`config.mk`:
```
export PLATFORM = sky130hd
export DESIGN_NAME = imm_gen_pipe_flat
export DESIGN_NICKNAME = d
export VERILOG_FILES = /design/src/rtl/imm_gen_pipe_pkg.sv /design/src/rtl/imm_gen_pipe_if.sv /design/src/rtl/imm_gen_pipe_imm_fmt.sv /design/src/rtl/imm_gen_pipe.sv /design/src/flat_wrapper.sv
export SDC_FILE = /design/constraint.sdc
export NUM_CORES = 1
export LEC_CHECK = 0
export CORE_ASPECT_RATIO = 0.75
export CORE_MARGIN = 2
export CORE_UTILIZATION = 51
export DETAILED_ROUTE_END_ITERATION = 10
export PLACE_DENSITY_LB_ADDON = 0.25
export REMOVE_ABC_BUFFERS = 1
export SYNTH_ARGS = -nofsm -noshare
export SYNTH_HDL_FRONTEND = slang
export SYNTH_SLANG_ARGS = --single-unit
export TNS_END_PERCENT = 10
```
`constraint.sdc`:
```
create_clock -name clk -period 2.1 [get_ports clk]
set_input_delay 0.42 -clock clk [delete_from_list [all_inputs] [get_ports clk]]
set_output_delay 0.42 -clock clk [all_outputs]
set_load 0.02 [all_outputs]
```
`src/rtl/imm_gen_pipe_pkg.sv`:
```
// rtl/imm_gen_pipe_pkg.sv - format select codes and pipeline state type for imm_gen_pipe
package imm_gen_pipe_pkg;

    localparam int IMM_SEL_W = 4;

    localparam logic [IMM_SEL_W-1:0] IMM_SEL_I    = 4'd0;
    localparam logic [IMM_SEL_W-1:0] IMM_SEL_S    = 4'd1;
    localparam logic [IMM_SEL_W-1:0] IMM_SEL_B    = 4'd2;
    localparam logic [IMM_SEL_W-1:0] IMM_SEL_U    = 4'd3;
    localparam logic [IMM_SEL_W-1:0] IMM_SEL_J    = 4'd4;
    localparam logic [IMM_SEL_W-1:0] IMM_SEL_Z    = 4'd5;
    localparam logic [IMM_SEL_W-1:0] IMM_SEL_CI   = 4'd6;
    localparam logic [IMM_SEL_W-1:0] IMM_SEL_CIW  = 4'd7;
    localparam logic [IMM_SEL_W-1:0] IMM_SEL_CLS  = 4'd8;
    localparam logic [IMM_SEL_W-1:0] IMM_SEL_CJ   = 4'd9;
    localparam logic [IMM_SEL_W-1:0] IMM_SEL_CB   = 4'd10;
    localparam logic [IMM_SEL_W-1:0] IMM_SEL_CLUI = 4'd11;

    typedef enum logic [1:0] {
        ST_EMPTY = 2'd0,
        ST_ONE   = 2'd1,
        ST_FULL  = 2'd2
    } pipe_state_e;

endpackage

```
`src/rtl/imm_gen_pipe_if.sv`:
```
// rtl/imm_gen_pipe_if.sv - request and response handshake interfaces for imm_gen_pipe
interface imm_req_if #(
  parameter int TAG_W = 32
);
  import imm_gen_pipe_pkg::*;

  logic                 in_valid;
  logic                 in_ready;
  logic [31:0]          in_inst;
  logic [IMM_SEL_W-1:0] in_sel;
  logic [TAG_W-1:0]     in_tag;

  modport master (output in_valid, in_inst, in_sel, in_tag, input in_ready);
  modport slave  (input in_valid, in_inst, in_sel, in_tag, output in_ready);
endinterface

interface imm_rsp_if #(
  parameter int XLEN  = 32,
  parameter int TAG_W = 32
);
  logic             out_valid;
  logic             out_ready;
  logic [XLEN-1:0]  out_imm;
  logic [TAG_W-1:0] out_tag;
  logic             out_err;

  modport master (output out_valid, out_imm, out_tag, out_err, input out_ready);
  modport slave  (input out_valid, out_imm, out_tag, out_err, output out_ready);
endinterface

```
`src/rtl/imm_gen_pipe_imm_fmt.sv`:
```
// rtl/imm_gen_pipe_imm_fmt.sv - combinational immediate extraction; RVC formats built only with RVC_IMM_EN
module imm_fmt
  import imm_gen_pipe_pkg::*;
#(
  parameter int XLEN = 32
) (
  input  logic [31:0]          i_inst,
  input  logic [IMM_SEL_W-1:0] i_sel,
  output logic [XLEN-1:0]      o_imm,
  output logic                 o_err
);
  logic [31:0] w_imm32;
  logic [63:0] w_imm64;
  logic        w_unused_opcode;

  assign w_unused_opcode = &{1'b0, i_inst[6:0]};

  always_comb begin
    w_imm32 = '0;
    o_err   = 1'b0;
    case (i_sel)
      IMM_SEL_I: w_imm32 = {{20{i_inst[31]}}, i_inst[31:20]};
      IMM_SEL_S: w_imm32 = {{20{i_inst[31]}}, i_inst[31:25], i_inst[11:7]};
      IMM_SEL_B: w_imm32 = {{19{i_inst[31]}}, i_inst[31], i_inst[7], i_inst[30:25], i_inst[11:8], 1'b0};
      IMM_SEL_U: w_imm32 = {i_inst[31:12], 12'b0};
      IMM_SEL_J: w_imm32 = {{11{i_inst[31]}}, i_inst[31], i_inst[19:12], i_inst[20], i_inst[30:21], 1'b0};
      IMM_SEL_Z: w_imm32 = {27'b0, i_inst[19:15]};
`ifdef RVC_IMM_EN
      IMM_SEL_CI:   w_imm32 = {{26{i_inst[12]}}, i_inst[12], i_inst[6:2]};
      IMM_SEL_CIW:  w_imm32 = {22'b0, i_inst[10:7], i_inst[12:11], i_inst[5], i_inst[6], 2'b0};
      IMM_SEL_CLS:  w_imm32 = {25'b0, i_inst[5], i_inst[12:10], i_inst[6], 2'b0};
      IMM_SEL_CJ:   w_imm32 = {{20{i_inst[12]}}, i_inst[12], i_inst[8], i_inst[10:9], i_inst[6],
                               i_inst[7], i_inst[2], i_inst[11], i_inst[5:3], 1'b0};
      IMM_SEL_CB:   w_imm32 = {{23{i_inst[12]}}, i_inst[12], i_inst[6:5], i_inst[2],
                               i_inst[11:10], i_inst[4:3], 1'b0};
      IMM_SEL_CLUI: w_imm32 = {{14{i_inst[12]}}, i_inst[12], i_inst[6:2], 12'b0};
`endif
      default: o_err = 1'b1;
    endcase
  end

  // every format fits in 32 bits, so widening from bit 31 covers XLEN=64
  assign w_imm64 = {{32{w_imm32[31]}}, w_imm32};
  assign o_imm   = w_imm64[XLEN-1:0];
endmodule

```
`src/rtl/imm_gen_pipe.sv`:
```
// rtl/imm_gen_pipe.sv - registered immediate generator with 2-entry skid buffer (RVC_IMM_EN adds RVC formats)
module imm_gen_pipe
  import imm_gen_pipe_pkg::*;
#(
  parameter int XLEN  = 32,
  parameter int TAG_W = 32
) (
  input  logic      clk,
  input  logic      rst_n,
  input  logic      flush,
  imm_req_if.slave  s_req,
  imm_rsp_if.master m_rsp
);
  pipe_state_e      r_state;
  pipe_state_e      w_state_nxt;
  logic             r_in_ready;
  logic [XLEN-1:0]  r_main_imm,  r_skid_imm;
  logic [TAG_W-1:0] r_main_tag,  r_skid_tag;
  logic             r_main_err,  r_skid_err;
  logic [XLEN-1:0]  w_fmt_imm;
  logic             w_fmt_err;
  logic             w_accept, w_pop;
  logic             w_load_main, w_load_skid, w_skid_to_main;

  imm_fmt #(.XLEN(XLEN)) u_imm_fmt (
    .i_inst (s_req.in_inst),
    .i_sel  (s_req.in_sel),
    .o_imm  (w_fmt_imm),
    .o_err  (w_fmt_err)
  );

  assign w_accept = s_req.in_valid & r_in_ready;
  assign w_pop    = (r_state != ST_EMPTY) & m_rsp.out_ready;

  always_comb begin
    w_state_nxt    = r_state;
    w_load_main    = 1'b0;
    w_load_skid    = 1'b0;
    w_skid_to_main = 1'b0;
    if (flush) begin
      w_state_nxt = ST_EMPTY;
    end else begin
      case (r_state)
        ST_EMPTY: begin
          if (w_accept) begin
            w_state_nxt = ST_ONE;
            w_load_main = 1'b1;
          end
        end
        ST_ONE: begin
          case ({w_accept, w_pop})
            2'b10: begin
              w_state_nxt = ST_FULL;
              w_load_skid = 1'b1;
            end
            2'b01: w_state_nxt = ST_EMPTY;
            2'b11: w_load_main = 1'b1;
            default: w_state_nxt = ST_ONE;
          endcase
        end
        ST_FULL: begin
          if (w_pop) begin
            w_state_nxt    = ST_ONE;
            w_skid_to_main = 1'b1;
          end
        end
        default: w_state_nxt = ST_EMPTY;
      endcase
    end
  end

  // ready is registered from the next state so no combinational path reaches in_ready
  always_ff @(posedge clk or negedge rst_n) begin
    if (!rst_n) begin
      r_state    <= ST_EMPTY;
      r_in_ready <= 1'b1;
    end else begin
      r_state    <= w_state_nxt;
      r_in_ready <= (w_state_nxt != ST_FULL);
    end
  end

  always_ff @(posedge clk or negedge rst_n) begin
    if (!rst_n) begin
      r_main_imm <= '0;
      r_main_tag <= '0;
      r_main_err <= 1'b0;
      r_skid_imm <= '0;
      r_skid_tag <= '0;
      r_skid_err <= 1'b0;
    end else begin
      if (w_load_main) begin
        r_main_imm <= w_fmt_imm;
        r_main_tag <= s_req.in_tag;
        r_main_err <= w_fmt_err;
      end else if (w_skid_to_main) begin
        r_main_imm <= r_skid_imm;
        r_main_tag <= r_skid_tag;
        r_main_err <= r_skid_err;
      end
      if (w_load_skid) begin
        r_skid_imm <= w_fmt_imm;
        r_skid_tag <= s_req.in_tag;
        r_skid_err <= w_fmt_err;
      end
    end
  end

  assign s_req.in_ready  = r_in_ready;
  assign m_rsp.out_valid = (r_state != ST_EMPTY);
  assign m_rsp.out_imm   = r_main_imm;
  assign m_rsp.out_tag   = r_main_tag;
  assign m_rsp.out_err   = r_main_err;
endmodule
```
`src/flat_wrapper.sv`:
```
// flat-port wrapper written by rule: the top's interface ports become plain ports
module imm_gen_pipe_flat import imm_gen_pipe_pkg::*;
#(
  parameter int XLEN  = 32,
  parameter int TAG_W = 32
)
  (clk, rst_n, flush, s_req_in_valid, s_req_in_inst, s_req_in_sel, s_req_in_tag, s_req_in_ready, m_rsp_out_valid, m_rsp_out_imm, m_rsp_out_tag, m_rsp_out_err, m_rsp_out_ready);
  imm_req_if #(.TAG_W(TAG_W)) s_req_i ();
  imm_rsp_if #(.XLEN(XLEN), .TAG_W(TAG_W)) m_rsp_i ();
  input  logic clk;
  input  logic rst_n;
  input  logic flush;
  input wire logic [$bits(s_req_i.in_valid)-1:0] s_req_in_valid;
  input wire logic [$bits(s_req_i.in_inst)-1:0] s_req_in_inst;
  input wire logic [$bits(s_req_i.in_sel)-1:0] s_req_in_sel;
  input wire logic [$bits(s_req_i.in_tag)-1:0] s_req_in_tag;
  output wire logic [$bits(s_req_i.in_ready)-1:0] s_req_in_ready;
  output wire logic [$bits(m_rsp_i.out_valid)-1:0] m_rsp_out_valid;
  output wire logic [$bits(m_rsp_i.out_imm)-1:0] m_rsp_out_imm;
  output wire logic [$bits(m_rsp_i.out_tag)-1:0] m_rsp_out_tag;
  output wire logic [$bits(m_rsp_i.out_err)-1:0] m_rsp_out_err;
  input wire logic [$bits(m_rsp_i.out_ready)-1:0] m_rsp_out_ready;
  assign s_req_i.in_valid = s_req_in_valid;
  assign s_req_i.in_inst = s_req_in_inst;
  assign s_req_i.in_sel = s_req_in_sel;
  assign s_req_i.in_tag = s_req_in_tag;
  assign s_req_in_ready = s_req_i.in_ready;
  assign m_rsp_out_valid = m_rsp_i.out_valid;
  assign m_rsp_out_imm = m_rsp_i.out_imm;
  assign m_rsp_out_tag = m_rsp_i.out_tag;
  assign m_rsp_out_err = m_rsp_i.out_err;
  assign m_rsp_i.out_ready = m_rsp_out_ready;
  imm_gen_pipe #(.XLEN(XLEN), .TAG_W(TAG_W)) u_core (.clk(clk), .rst_n(rst_n), .flush(flush), .s_req(s_req_i), .m_rsp(m_rsp_i));
endmodule
```
Word level (Yosys, flattened, before mapping)
Index checks and enable logic that the tools add are counted.
Cells by class
  reductions and logical operators: 5
  bitwise operators: 2
  equal/unequal tests: 11
  multiplexer cells: 23
Operators with widths (count)
  $pmux 32 s6: 1
  $mux 32: 4
  $mux 1: 12
  $pmux 2 s3: 2
  $eq 4x2->1 const B: 2
  $eq 4x3->1 const B: 2
  $eq 2x2->1 const B: 3
  $mux 2: 3
  $reduce_or 6->1: 1
  $eq 2x1->1 const B: 2
  $eq 4x1->1 const B: 1
  $logic_not 4->1: 1
  $reduce_bool 2->1: 2
  $and 1x1->1: 2
  $logic_not 2->1: 1
  $ne 2x2->1 const B: 1
  $pmux 1 s2: 1
Word-level totals
  output and inout bits: 67
  register bits: 133

Longest topological paths before layout
  word-level depth: 7
  mapped depth: 7

Modules after synthesis
From an unflattened synthesis, not the netlist that was laid out.
Unflattened totals
  cell total of the unflattened synthesis: 513
  area, all modules: 6048.3 um2
By module, submodules not included
  imm_gen_pipe: instances 1, cells each 447, area an instance 5589.1 um2
  imm_fmt: instances 1, cells each 66, area an instance 459.2 um2

Worst setup path after synthesis
Ideal clock, no wire load.
  kind: reg-to-reg
  start point: reg u_core.r_in_ready (netlist: u_core.s_req.in_ready)
  end point: reg u_core.r_main_imm[20] (netlist: u_core.m_rsp.out_imm[20])
  arrival time: 1.546 ns
  cell stages (with the launch flop): 6
  path slack: 0.416 ns
  data required time: 1.962 ns
  path buffers: 1
  path through: dfstp_2 > nand3b_4 > or3_1 > buf_4 > nor2_8 > a2111oi_4
On the way
  word-level cells in the longest chain between the ends: 6
  elaborated cells between the ends (all ways): 8
  classes of those cells: 1 x eq/ne; 5 x mux; 1 x bitwise; 1 x reduce/logical
RTL lines
  start: declaration: line imm_gen_pipe.sv:16  | logic r_in_ready;
  start signal: assignment: line imm_gen_pipe.sv:79  | r_in_ready <= (w_state_nxt != ST_FULL);
  $and 1x1->1 (*): line imm_gen_pipe.sv:32  | assign w_accept = s_req.in_valid & r_in_ready;
  $eq 2x2->1: line imm_gen_pipe.sv:51  | case ({w_accept, w_pop})
  $mux 1: line imm_gen_pipe.sv:51
  $pmux 1 s2 (*): line imm_gen_pipe.sv:43  | case (r_state)
  $mux 1 (*): line imm_gen_pipe.sv:40  | if (flush) begin
  $mux 32 or $reduce_bool 2->1 (tied branches)
  end signal: assignment: line imm_gen_pipe.sv:93  | r_main_imm <= w_fmt_imm;
  end signal: assignment: line imm_gen_pipe.sv:97  | r_main_imm <= r_skid_imm;
  end: declaration: line imm_gen_pipe.sv:17  | logic [XLEN-1:0] r_main_imm, r_skid_imm;
Every way passes the cells marked *; elsewhere a longest branch is shown, timed or not.
A chain may end at the register's enable or synchronous reset.

Final worst setup path
  start point: reg u_core.r_in_ready (netlist: u_core.s_req.in_ready)
  end point: out s_req_in_ready
RTL lines
  end: declaration: line flat_wrapper.sv:17  | output wire logic [$bits(s_req_i.in_ready)-1:0] s_req_in_ready;
No word-level cell between the ends.

==> impl_results.md <==
* Slowest-stage cell, CP: clkdlybuf4s50_1
* Final period utilization at 0.959
* Share of post-route cells with drive strength above 1 at 0.153
* Post-synth EDFFs at 0
* Multi-input logic area at 0.00292 mm2
* Ant. Diodes at 0
* Netlist cell types at 51
* Sequential fraction of the synthesis area at 0.506
* IO Count at 140
* Final setup fails at 0
* H-tree depth at 4
* Clock root cell: clkbuf_16
* Vias in the first global route at 5767
* WP depth at 1
* Post-DP HPWL at 11.7 mm
* Slew margin rel. at 0.527
* Routed vias/inst at 5.88
* Clock Latency Late Sink at 410 ps
* Reg2reg start: u_core.s_req.in_ready$_DFF_PN1_
* CTS Buf Count at 17
* CTS tree: built
* Drt initial violations at 328
* Status: completed
* Mapped Cells at 656
* CTS sink cnt at 133
* GP Congestion at 0.928
* Max capacitance violation total at 0
* Port Buf Inserts at 132
* Reg2Reg Setup Slack at 380 ps
* R2r endpoint: u_core.m_rsp.out_imm[0]$_DFFE_PN0P_
* Synth top area share at 0.502
* WP data required at 1680 ps
* Die W at 135 um
* Critical path class: reg2out
* Core ar. at 0.0124 mm2
* Crit path DAT at 1590 ps
* Post-CTS setup buffers at 0
* Largest net degree at the start of global routing at 134
* Crit. End Element: output pin
* CP Cell Sequence: clkdlybuf4s50_1
* Clock skew at 15.8 ps
* Register area at 0.00333 mm2
* Worst slew pin tran at 709 ps
* Warnings, synthesis at 0
* Routed wire per std cell at 18.4 um
* Max Fclk at 497 MHz
* Initial Util at 0.529
* #FFs+latches synth at 133
* Antenna Violating Nets Remaining at 0
* Power Density at 988 mW/mm2
* Final Max Slew Viols at 0
* Mean post-synth cell area at 10.0 um2
* Yosys top cell by area: dfrtp_1
* Hold Crit Class: in2async
* Critical path buffer and inverter count at 1
* R2R cell count at 6
* Primary FF master, synth: dfrtp_1
* DRC Markers at 0
* First-pass GRT wire length at 29.0 mm
* Peak VDD IR at 657 uV
* Cell family with most CP delay: buffers and inverters
* Placed Area at 0.00820 mm2
* Site row count at 35
* Pleak at 0.00380 uW
* Die H at 102 um
* GRT overflow at 0
* Startpoint Class: flip-flop
* Fin. Hold Viols at 0
* Crit path max fanout at 3
* Design area at 0.00884 mm2
* Vias at 5705
* Clock buffer depth at 2
* Async set or reset register ratio after synthesis at 1.00
* Post-Route WL at 17.9 mm
* Drt pass-1 iters at 6
* Synthesis-to-finish area growth at 34.3%
* Initial antenna violation count at 0
* Tot Pwr at 8730 uW
* Synthesized cell area at 0.00658 mm2
* Period minus WS final at 2010 ps
* Synth top area cells: dfrtp_1, o22a_1, nand2_1
* Worst path max stage delay at 620 ps
* Full die area at 0.0138 mm2
* Fin nets at 865
* GRT Resource Usage Total at 0.267
* RSZ-0062 raised after global routing: no
* # fillers at 929
* CTS clk-pin slew, worst paths at 60 ps
==> sequential cells by signal, indices dropped and copies added (netlist names) <==
name	flops
u_core.m_rsp.out_err	1
u_core.r_skid_imm	32
u_core.m_rsp.out_imm	32
u_core.r_state	2
u_core.r_skid_tag	32
u_core.s_req.in_ready	1
u_core.m_rsp.out_tag	32
u_core.r_skid_err	1
==> power by group <==
| part | internal, uW | leakage (uW) | switching, uW | total (uW) |
|---|---|---|---|---|
| clock | 2040 | 0.000305 | 1160 | 3200 |
| sequential | 3080 | 0.00165 | 346 | 3420 |
| combinational | 1070 | 0.00184 | 1050 | 2110 |
| total | 6180 | 0.00380 | 2550 | 8730 |
==> cell usage after synthesis (3+ instances only) <==
cell type and n:
buf_4 3, a22o_1 6, nand2_1 139, mux2_2 8, and3b_1 3, clkbuf_1 16
a211oi_1 5, o21ai_1 5, inv_1 12, nor2_1 34, nor3_1 29, nand2b_1 4
nor3b_1 5, nor2_2 4, nor2b_1 24, o221a_2 8, a2111oi_2 17, o22ai_1 7
a21o_1 6, buf_1 6, o21ai_0 22, mux2i_1 5, buf_2 22, dfrtp_1 132
o22a_1 65, buf_6 7, a21oi_1 32
==> how the worst max path moves through the flow <==
| stage | start | to | slack [ps] |
|---|---|---|---|
| after floorplan | u_core.r_state[0]$_DFF_PN0_ | u_core.m_rsp.out_tag[28]$_DFFE_PN0P_ | -980 |
| after global placement | s_req_in_sel[0] | u_core.m_rsp.out_imm[6]$_DFFE_PN0P_ | -70 |
| after detailed placement | s_req_in_sel[0] | u_core.m_rsp.out_imm[10]$_DFFE_PN0P_ | -150 |
| after CTS | u_core.s_req.in_ready$_DFF_PN1_ | s_req_in_ready | 70 |
| after global routing | u_core.s_req.in_ready$_DFF_PN1_ | s_req_in_ready | 30 |
| final | u_core.s_req.in_ready$_DFF_PN1_ | s_req_in_ready | 90 |
==> logic make-up after synthesis <==
| kind of cell | Yosys count | share of synthesized area |
|---|---|---|
| simple gates | 257 | 0.184 |
| compound gates | 185 | 0.234 |
| flops | 133 | 0.506 |
| buf+inv | 66 | 0.0515 |
| mux | 13 | 0.0213 |
| xor+xnor | 1 | 0.00133 |
| fa+ha+maj | 1 | 0.00171 |
==> what timing repair did <==
item	4_1_cts	5_1_grt
gates resized for setup	1	0
endpoints found under the setup margin	1	0
hold buffers	0	0
==> layout make-up <==
class                           instances  area share
Clock buffer                           19      0.0501
Inverter                               12     0.00510
Timing Repair Buffer                  171       0.192
Multi-Input combinational cell        457       0.330
Tap cell                              166      0.0235
Sequential cell                       133       0.377
Clock inverter                         13      0.0222
==> per-stage QoR <==
| stage | cells | setup slack (ps) | hold WS (ps) | util | setup TNS, ps |
|---|---|---|---|---|---|
| floorplan | 602 | -983 | 124 | - | -53270 |
| global placement | 939 | -72.7 | 459 | 0.659 | -2290 |
| detailed placement | 939 | -147 | 463 | 0.659 | -7370 |
| CTS | 971 | 74.3 | 158 | 0.711 | 0 |
| global route | 971 | 27.5 | 183 | 0.711 | 0 |
| finish | 971 | 87.0 | 106 | 0.711 | 0 |
==> layout by cell type, fill, tap and decap left out, types with 8 or more instances in the layout <==
cell / synthesis / final
a2111oi_2: 17 / 17
clkbuf_16: 0 / 17
nand2_1: 139 / 139
dfrtp_1: 132 / 132
o221a_2: 8 / 8
inv_1: 12 / 12
o21ai_0: 22 / 22
buf_4: 3 / 34
mux2_2: 8 / 8
a21oi_1: 32 / 32
nor2_1: 34 / 34
clkdlybuf4s50_1: 0 / 129
nor3_1: 29 / 28
o22a_1: 65 / 65
nor2b_1: 24 / 24
==> per-layer routing <==
metal,wire length (um),global-route usage,up-vias
li1,-,-,2603
met1,7630,0.353,2860
met2,9000,0.448,219
met3,1030,0.0501,23
met4,228,0.0954,0
met5,0,0,-
Power figures use the tool's default switching activity.
